$ cat config.mk
export PLATFORM = sky130hd
export DESIGN_NAME = debug_uart_dump
export DESIGN_NICKNAME = d
export VERILOG_FILES = /design/src/rtl/debug_uart_dump.sv
export SDC_FILE = /design/constraint.sdc
export NUM_CORES = 1
export LEC_CHECK = 0
export ABC_CLOCK_PERIOD_IN_PS = 4900
export CAP_MARGIN = 5
export CORE_ASPECT_RATIO = 0.8
export CORE_MARGIN = 1.5
export CORE_UTILIZATION = 50
export CTS_BUF_LIST = sky130_fd_sc_hd__clkbuf_4
export CTS_CLUSTER_DIAMETER = 80
export DETAILED_ROUTE_END_ITERATION = 6
export DONT_BUFFER_PORTS = 1
export PLACE_DENSITY = 0.64
export RECOVER_POWER = 100
export SYNTH_ARGS = -nofsm -noshare
export SYNTH_HDL_FRONTEND = slang
export SYNTH_SLANG_ARGS = --single-unit
$ cat constraint.sdc
create_clock -name i_clk -period 4.9 [get_ports i_clk]
set_input_delay 0.98 -clock i_clk [delete_from_list [all_inputs] [get_ports i_clk]]
set_output_delay 0.98 -clock i_clk [all_outputs]
set_load 0.05 [all_outputs]
$ cat src/rtl/debug_uart_dump.sv
// Debug dump engine: walks the core debug port from address 0 to LAST_ADDR and sends
// one "AA:DDDDDDDD\r\n" ASCII line per address over a UART 8N1 transmitter.
module debug_uart_dump #(
  parameter int unsigned BAUD_DIV  = 868,
  parameter logic [6:0]  LAST_ADDR = 7'd63
) (
  input  logic        i_clk,
  input  logic        i_rst_n,
  input  logic        i_start,
  input  logic [31:0] i_debug_data,
  output logic [6:0]  o_debug_addr,
  output logic        o_tx,
  output logic        o_busy,
  output logic        o_done
);

  // Baud counter counts down from BAUD_DIV-1 to 0, so each bit lasts BAUD_DIV cycles.
  localparam logic [15:0] BaudLast = 16'(BAUD_DIV - 1);
  localparam logic [3:0]  LastIdx  = 4'd12;

  typedef enum logic [2:0] {
    StIdle,
    StSetup,
    StCapture,
    StLoad,
    StSend,
    StFinish
  } main_state_e;

  typedef enum logic [1:0] {
    TxIdle,
    TxStart,
    TxData,
    TxStop
  } tx_state_e;

  // Main sequencer state
  main_state_e r_state, w_state_next;
  logic [6:0]  r_addr, w_addr_next;
  logic [31:0] r_data, w_data_next;
  logic [3:0]  r_idx, w_idx_next;
  logic        w_load;

  // Transmitter state
  tx_state_e   r_tx_state, w_tx_state_next;
  logic [15:0] r_baud_cnt, w_baud_cnt_next;
  logic [3:0]  r_bit_cnt, w_bit_cnt_next;
  logic [7:0]  r_shift, w_shift_next;
  logic        r_tx, w_tx_next;
  logic        w_tx_ready;

  // Character selection
  logic [31:0] w_shifted;
  logic [3:0]  w_nib;
  logic [7:0]  w_char;

  function automatic logic [7:0] hex_char(input logic [3:0] n);
    return (n < 4'd10) ? (8'h30 + {4'h0, n}) : (8'h37 + {4'h0, n});
  endfunction

  // Pick the ASCII character for the current line index from the held address/data.
  always_comb begin
    w_shifted = r_data >> {(4'd10 - r_idx), 2'b00};
    w_nib     = w_shifted[3:0];
    w_char    = 8'h3A;
    case (r_idx)
      4'd0:    w_char = hex_char({1'b0, r_addr[6:4]});
      4'd1:    w_char = hex_char(r_addr[3:0]);
      4'd2:    w_char = 8'h3A;
      4'd11:   w_char = 8'h0D;
      4'd12:   w_char = 8'h0A;
      default: w_char = hex_char(w_nib);
    endcase
  end

  // Main sequencer state register.
  always_ff @(posedge i_clk or negedge i_rst_n) begin
    if (!i_rst_n) begin
      r_state <= StIdle;
      r_addr  <= 7'd0;
      r_data  <= 32'd0;
      r_idx   <= 4'd0;
    end else begin
      r_state <= w_state_next;
      r_addr  <= w_addr_next;
      r_data  <= w_data_next;
      r_idx   <= w_idx_next;
    end
  end

  // Main sequencer next-state: settle address, capture data, then send 13 characters.
  always_comb begin
    w_state_next = r_state;
    w_addr_next  = r_addr;
    w_data_next  = r_data;
    w_idx_next   = r_idx;
    w_load       = 1'b0;
    unique case (r_state)
      StIdle: begin
        if (i_start) begin
          w_state_next = StSetup;
          w_addr_next  = 7'd0;
        end
      end
      StSetup: begin
        w_state_next = StCapture;
      end
      StCapture: begin
        // Data is frozen here so core activity mid-line cannot corrupt the line.
        w_data_next  = i_debug_data;
        w_idx_next   = 4'd0;
        w_state_next = StLoad;
      end
      StLoad: begin
        w_load       = 1'b1;
        w_state_next = StSend;
      end
      StSend: begin
        if (w_tx_ready) begin
          if (r_idx < LastIdx) begin
            w_idx_next   = r_idx + 4'd1;
            w_state_next = StLoad;
          end else if (r_addr < LAST_ADDR) begin
            w_addr_next  = r_addr + 7'd1;
            w_state_next = StSetup;
          end else begin
            w_state_next = StFinish;
          end
        end
      end
      StFinish: begin
        w_state_next = StIdle;
      end
      default: begin
        w_state_next = StIdle;
      end
    endcase
  end

  // Transmitter state register; reset forces the line high immediately.
  always_ff @(posedge i_clk or negedge i_rst_n) begin
    if (!i_rst_n) begin
      r_tx_state <= TxIdle;
      r_baud_cnt <= 16'd0;
      r_bit_cnt  <= 4'd0;
      r_shift    <= 8'd0;
      r_tx       <= 1'b1;
    end else begin
      r_tx_state <= w_tx_state_next;
      r_baud_cnt <= w_baud_cnt_next;
      r_bit_cnt  <= w_bit_cnt_next;
      r_shift    <= w_shift_next;
      r_tx       <= w_tx_next;
    end
  end

  // Transmitter next-state: start bit, 8 data bits LSB first, stop bit.
  always_comb begin
    w_tx_state_next = r_tx_state;
    w_baud_cnt_next = r_baud_cnt;
    w_bit_cnt_next  = r_bit_cnt;
    w_shift_next    = r_shift;
    w_tx_next       = r_tx;
    unique case (r_tx_state)
      TxIdle: begin
        w_tx_next = 1'b1;
        if (w_load) begin
          w_tx_state_next = TxStart;
          w_baud_cnt_next = BaudLast;
          w_bit_cnt_next  = 4'd0;
          w_shift_next    = w_char;
          w_tx_next       = 1'b0;
        end
      end
      TxStart: begin
        if (r_baud_cnt == 16'd0) begin
          w_tx_state_next = TxData;
          w_baud_cnt_next = BaudLast;
          w_bit_cnt_next  = 4'd0;
          w_tx_next       = r_shift[0];
        end else begin
          w_baud_cnt_next = r_baud_cnt - 16'd1;
        end
      end
      TxData: begin
        if (r_baud_cnt == 16'd0) begin
          w_baud_cnt_next = BaudLast;
          if (r_bit_cnt == 4'd7) begin
            w_tx_state_next = TxStop;
            w_tx_next       = 1'b1;
          end else begin
            w_shift_next   = {1'b0, r_shift[7:1]};
            w_tx_next      = r_shift[1];
            w_bit_cnt_next = r_bit_cnt + 4'd1;
          end
        end else begin
          w_baud_cnt_next = r_baud_cnt - 16'd1;
        end
      end
      TxStop: begin
        if (r_baud_cnt == 16'd0) begin
          w_tx_state_next = TxIdle;
        end else begin
          w_baud_cnt_next = r_baud_cnt - 16'd1;
        end
      end
      default: begin
        w_tx_state_next = TxIdle;
        w_tx_next       = 1'b1;
      end
    endcase
  end

  assign w_tx_ready   = (r_tx_state == TxIdle);
  assign o_tx         = r_tx;
  assign o_debug_addr = r_addr;
  assign o_busy       = (r_state != StIdle);
  assign o_done       = (r_state == StFinish);

endmodule

==> flow_metrics.env <==
export IMPL_critPathTopFamily="adder cells"
export IMPL_worst_path_most_repeated_cell="a31oi_1"
export IMPL_synth_distinct_cells=66
export IMPL_criticalPathCategory="reg -> reg"
export IMPL_relSlewSlack_pct=-10.7
export IMPL_grt_ovfl_total=0
export IMPL_syn_avg_cell_area_um2=9.75
export IMPL_avgViaCountPerCell=5.92
export IMPL_clk_pin_slew_worst_paths_ns=0.13
export IMPL_netlist_instances=454
export IMPL_yosys_register_bits=76
export IMPL_portBuffers=0
export IMPL_antenna_found_initial=0
export IMPL_drc=0
export IMPL_p_leak_nw=1.84
export IMPL_cts_htree_levels=3
export IMPL_ir_drop_mv=0.234
export IMPL_synth_top_area_cell="dfrtp_1"
export IMPL_timing_hold_ws_ns=0.204
export IMPL_grt_pass1_wl_um=16300
export IMPL_slew_viol_final=34
export IMPL_fp_dieH_um=87.2
export IMPL_min_period_ns=3.65
export IMPL_io_pins=45
export IMPL_antennaDiodeCount=0
export IMPL_synth_area_top_cells="dfrtp_1, mux2_2, ha_1, nand2_1, a21oi_1"
export IMPL_synth_edf_count=0
export IMPL_grtUsageTotal_pct=22.3
export IMPL_synth_ff_type="dfrtp_1"
export IMPL_yosys_top_cells_count="dfrtp_1, nand2_1, nor2_1"
export IMPL_crit_slowest_cell="ha_1"
export IMPL_vias=3319
export IMPL_area_growth_pct=4.27
export IMPL_register_area_um2=1900
export IMPL_drive_above_1_share_pct=13.4
export IMPL_finalSetupTns_ns=0
export IMPL_hp_class="in -> async"
export IMPL_fin_worst_skew_ns=0.0245
export IMPL_syn_area_um2=4430
export IMPL_fillers=780
export IMPL_root_buffer="clkbuf_4"
export IMPL_finish_instance_area_um2=4620
export IMPL_cts_tree="built"
export IMPL_cp_cell_sequence="clkinv_1, ha_1, mux2i_1, nand3_1, nand4_1, a31oi_1, nand2_1, a32oi_1, a31oi_1"
export IMPL_yosysTopAreaCellShare_pct=42.4
export IMPL_period_share_pct=74.4
export IMPL_grt_max_degree=77
export IMPL_rows=30
export IMPL_synthArstFlopShare_pct=100
export IMPL_post_cts_buffers=0
export IMPL_fp_dieW_um=108
export IMPL_yosys_warnings=0
export IMPL_cap_violations=1
export IMPL_cp_max_fo=24
export IMPL_initial_core_util_pct=52.0
export IMPL_fin_util_pct=54.2
export IMPL_drt_iter0_markers=166
export IMPL_cts_buffers=9
export IMPL_ys_seq_area_share_pct=43.0
export IMPL_ctsResizeCount=0
export IMPL_wire_per_inst_um=16.7
export IMPL_worstPathRequired_ns=5.22
export IMPL_status="finished, violations left"
export IMPL_multi_input_area_um2=2330
export IMPL_power_total_w=0.00112
export IMPL_path_buf_inv=1
export IMPL_core_um2=8520
export IMPL_final_hold_viol_count=0
export IMPL_cp_start_kind="register"
export IMPL_powerDensity_nw_per_um2=243
export IMPL_fin_nets=493
export IMPL_fmax_ghz=0.274
export IMPL_dr_pass1_iters=5
export IMPL_clock_sinks=76
export IMPL_place_area_um2=4490
export IMPL_place_hpwl_um=6670
export IMPL_crit_cells=9
export IMPL_violations="max-capacitance violations, max-slew violations"
export IMPL_cts_hold_buf=0
export IMPL_routed_wl_um=9350
export IMPL_critPathCaptureType="register"
export IMPL_grt_pass1_vias=3365
export IMPL_grt_setup_unrepaired="no"
export IMPL_place_congestion=0.809
export IMPL_cp_arrival_ns=3.97
export IMPL_max_stage_delay_ns=1.00
export IMPL_tightestPinTransition_ns=1.66
export IMPL_synth_nets=503
export IMPL_dieArea_um2=9430
export IMPL_ant_nets=0
export IMPL_rr_worst_depth=9
export IMPL_setup_viol=0
export IMPL_ctsLongestPathBuffers=2
export IMPL_clk_latency_ns=0.45
export IMPL_synth_most_common_cell="dfrtp_1"
cells in the final DEF (no fill, tap or decap), types with 3 or more instances in the layout:
master / synthesis / final
xor2_1: 4 / 4
nand2b_1: 3 / 3
clkinv_4: 0 / 3
a21oi_1: 30 / 30
nor3_1: 13 / 13
nand4_1: 6 / 6
nor4_1: 4 / 4
mux2i_1: 13 / 13
and3b_1: 3 / 3
o22a_1: 4 / 4
inv_1: 16 / 16
mux2_2: 34 / 33
nand2_1: 42 / 42
a31oi_1: 10 / 10
xnor2_1: 8 / 8
o21ai_0: 25 / 29
clkbuf_4: 0 / 9
a41oi_1: 4 / 4
dfrtp_1: 75 / 75
a22oi_1: 4 / 4
nor2_1: 39 / 39
nand3_1: 17 / 18
or3_1: 3 / 4
ha_1: 14 / 14
registers in the layout (all words and copies together) (netlist names):
signal	flops
o_tx	1
r_state	3
r_data	32
r_tx_state	2
r_baud_cnt	16
r_idx	4
o_debug_addr	7
r_shift	7
r_bit_cnt	4
per-stage QoR:
stage	setup slack (ns)	instances
final	1.25	561
after global routing	0.906	561
after CTS	1.30	561
after detailed placement	1.34	545
after global placement	1.50	545
after floorplan	2.27	454
path summary, 6_finish.rpt:
kind | from | to | slack, ns
max | r_idx[0] | r_shift[4] | 1.25
max in group asynchronous | i_rst_n | o_tx | 4.48
max reg2reg | r_idx[0] | r_shift[4] | 1.25
min in group i_clk | r_shift[3] | r_shift[3] | 0.50
min reg2reg | r_shift[3] | r_shift[3] | 0.50
min | i_rst_n | r_baud_cnt[13] | 0.20
per-layer routing:
layer / up-vias / global-route usage, % / part of all wire (%)
met5: - / 0 / 0
met2: 73 / 36.0 / 47
met1: 1605 / 29.7 / 47
met4: 0 / 6.46 / 0.76
met3: 6 / 5.83 / 5.6
li1: 1635 / - / -
power breakdown:
part | switching [W] | internal (W)
logic | 0.00000725 | 0.0000143
clock network | 0.000241 | 0.000210
registers | 0.00000979 | 0.000640
final cells by class:
type | count | area share [%]
Clock buffer | 9 | 1.46
Sequential cell | 76 | 41.2
Tap cell | 112 | 3.04
Multi-Input combinational cell | 338 | 50.6
Clock inverter | 7 | 2.17
Timing Repair Buffer | 1 | 0.0813
Inverter | 18 | 1.46
logic make-up (layout without fill, tap and decap cells):
kind of cell,count (synthesis),count (layout),synth area share (%)
simple gates,152,152,18.0
buf+inv,40,35,3.62
flops,76,76,43.0
compound gates,108,108,15.4
fa+ha+maj,14,14,3.96
mux,49,49,12.6
xor+xnor,15,15,3.48
Note: power is estimated with default switching activity, not from simulation.
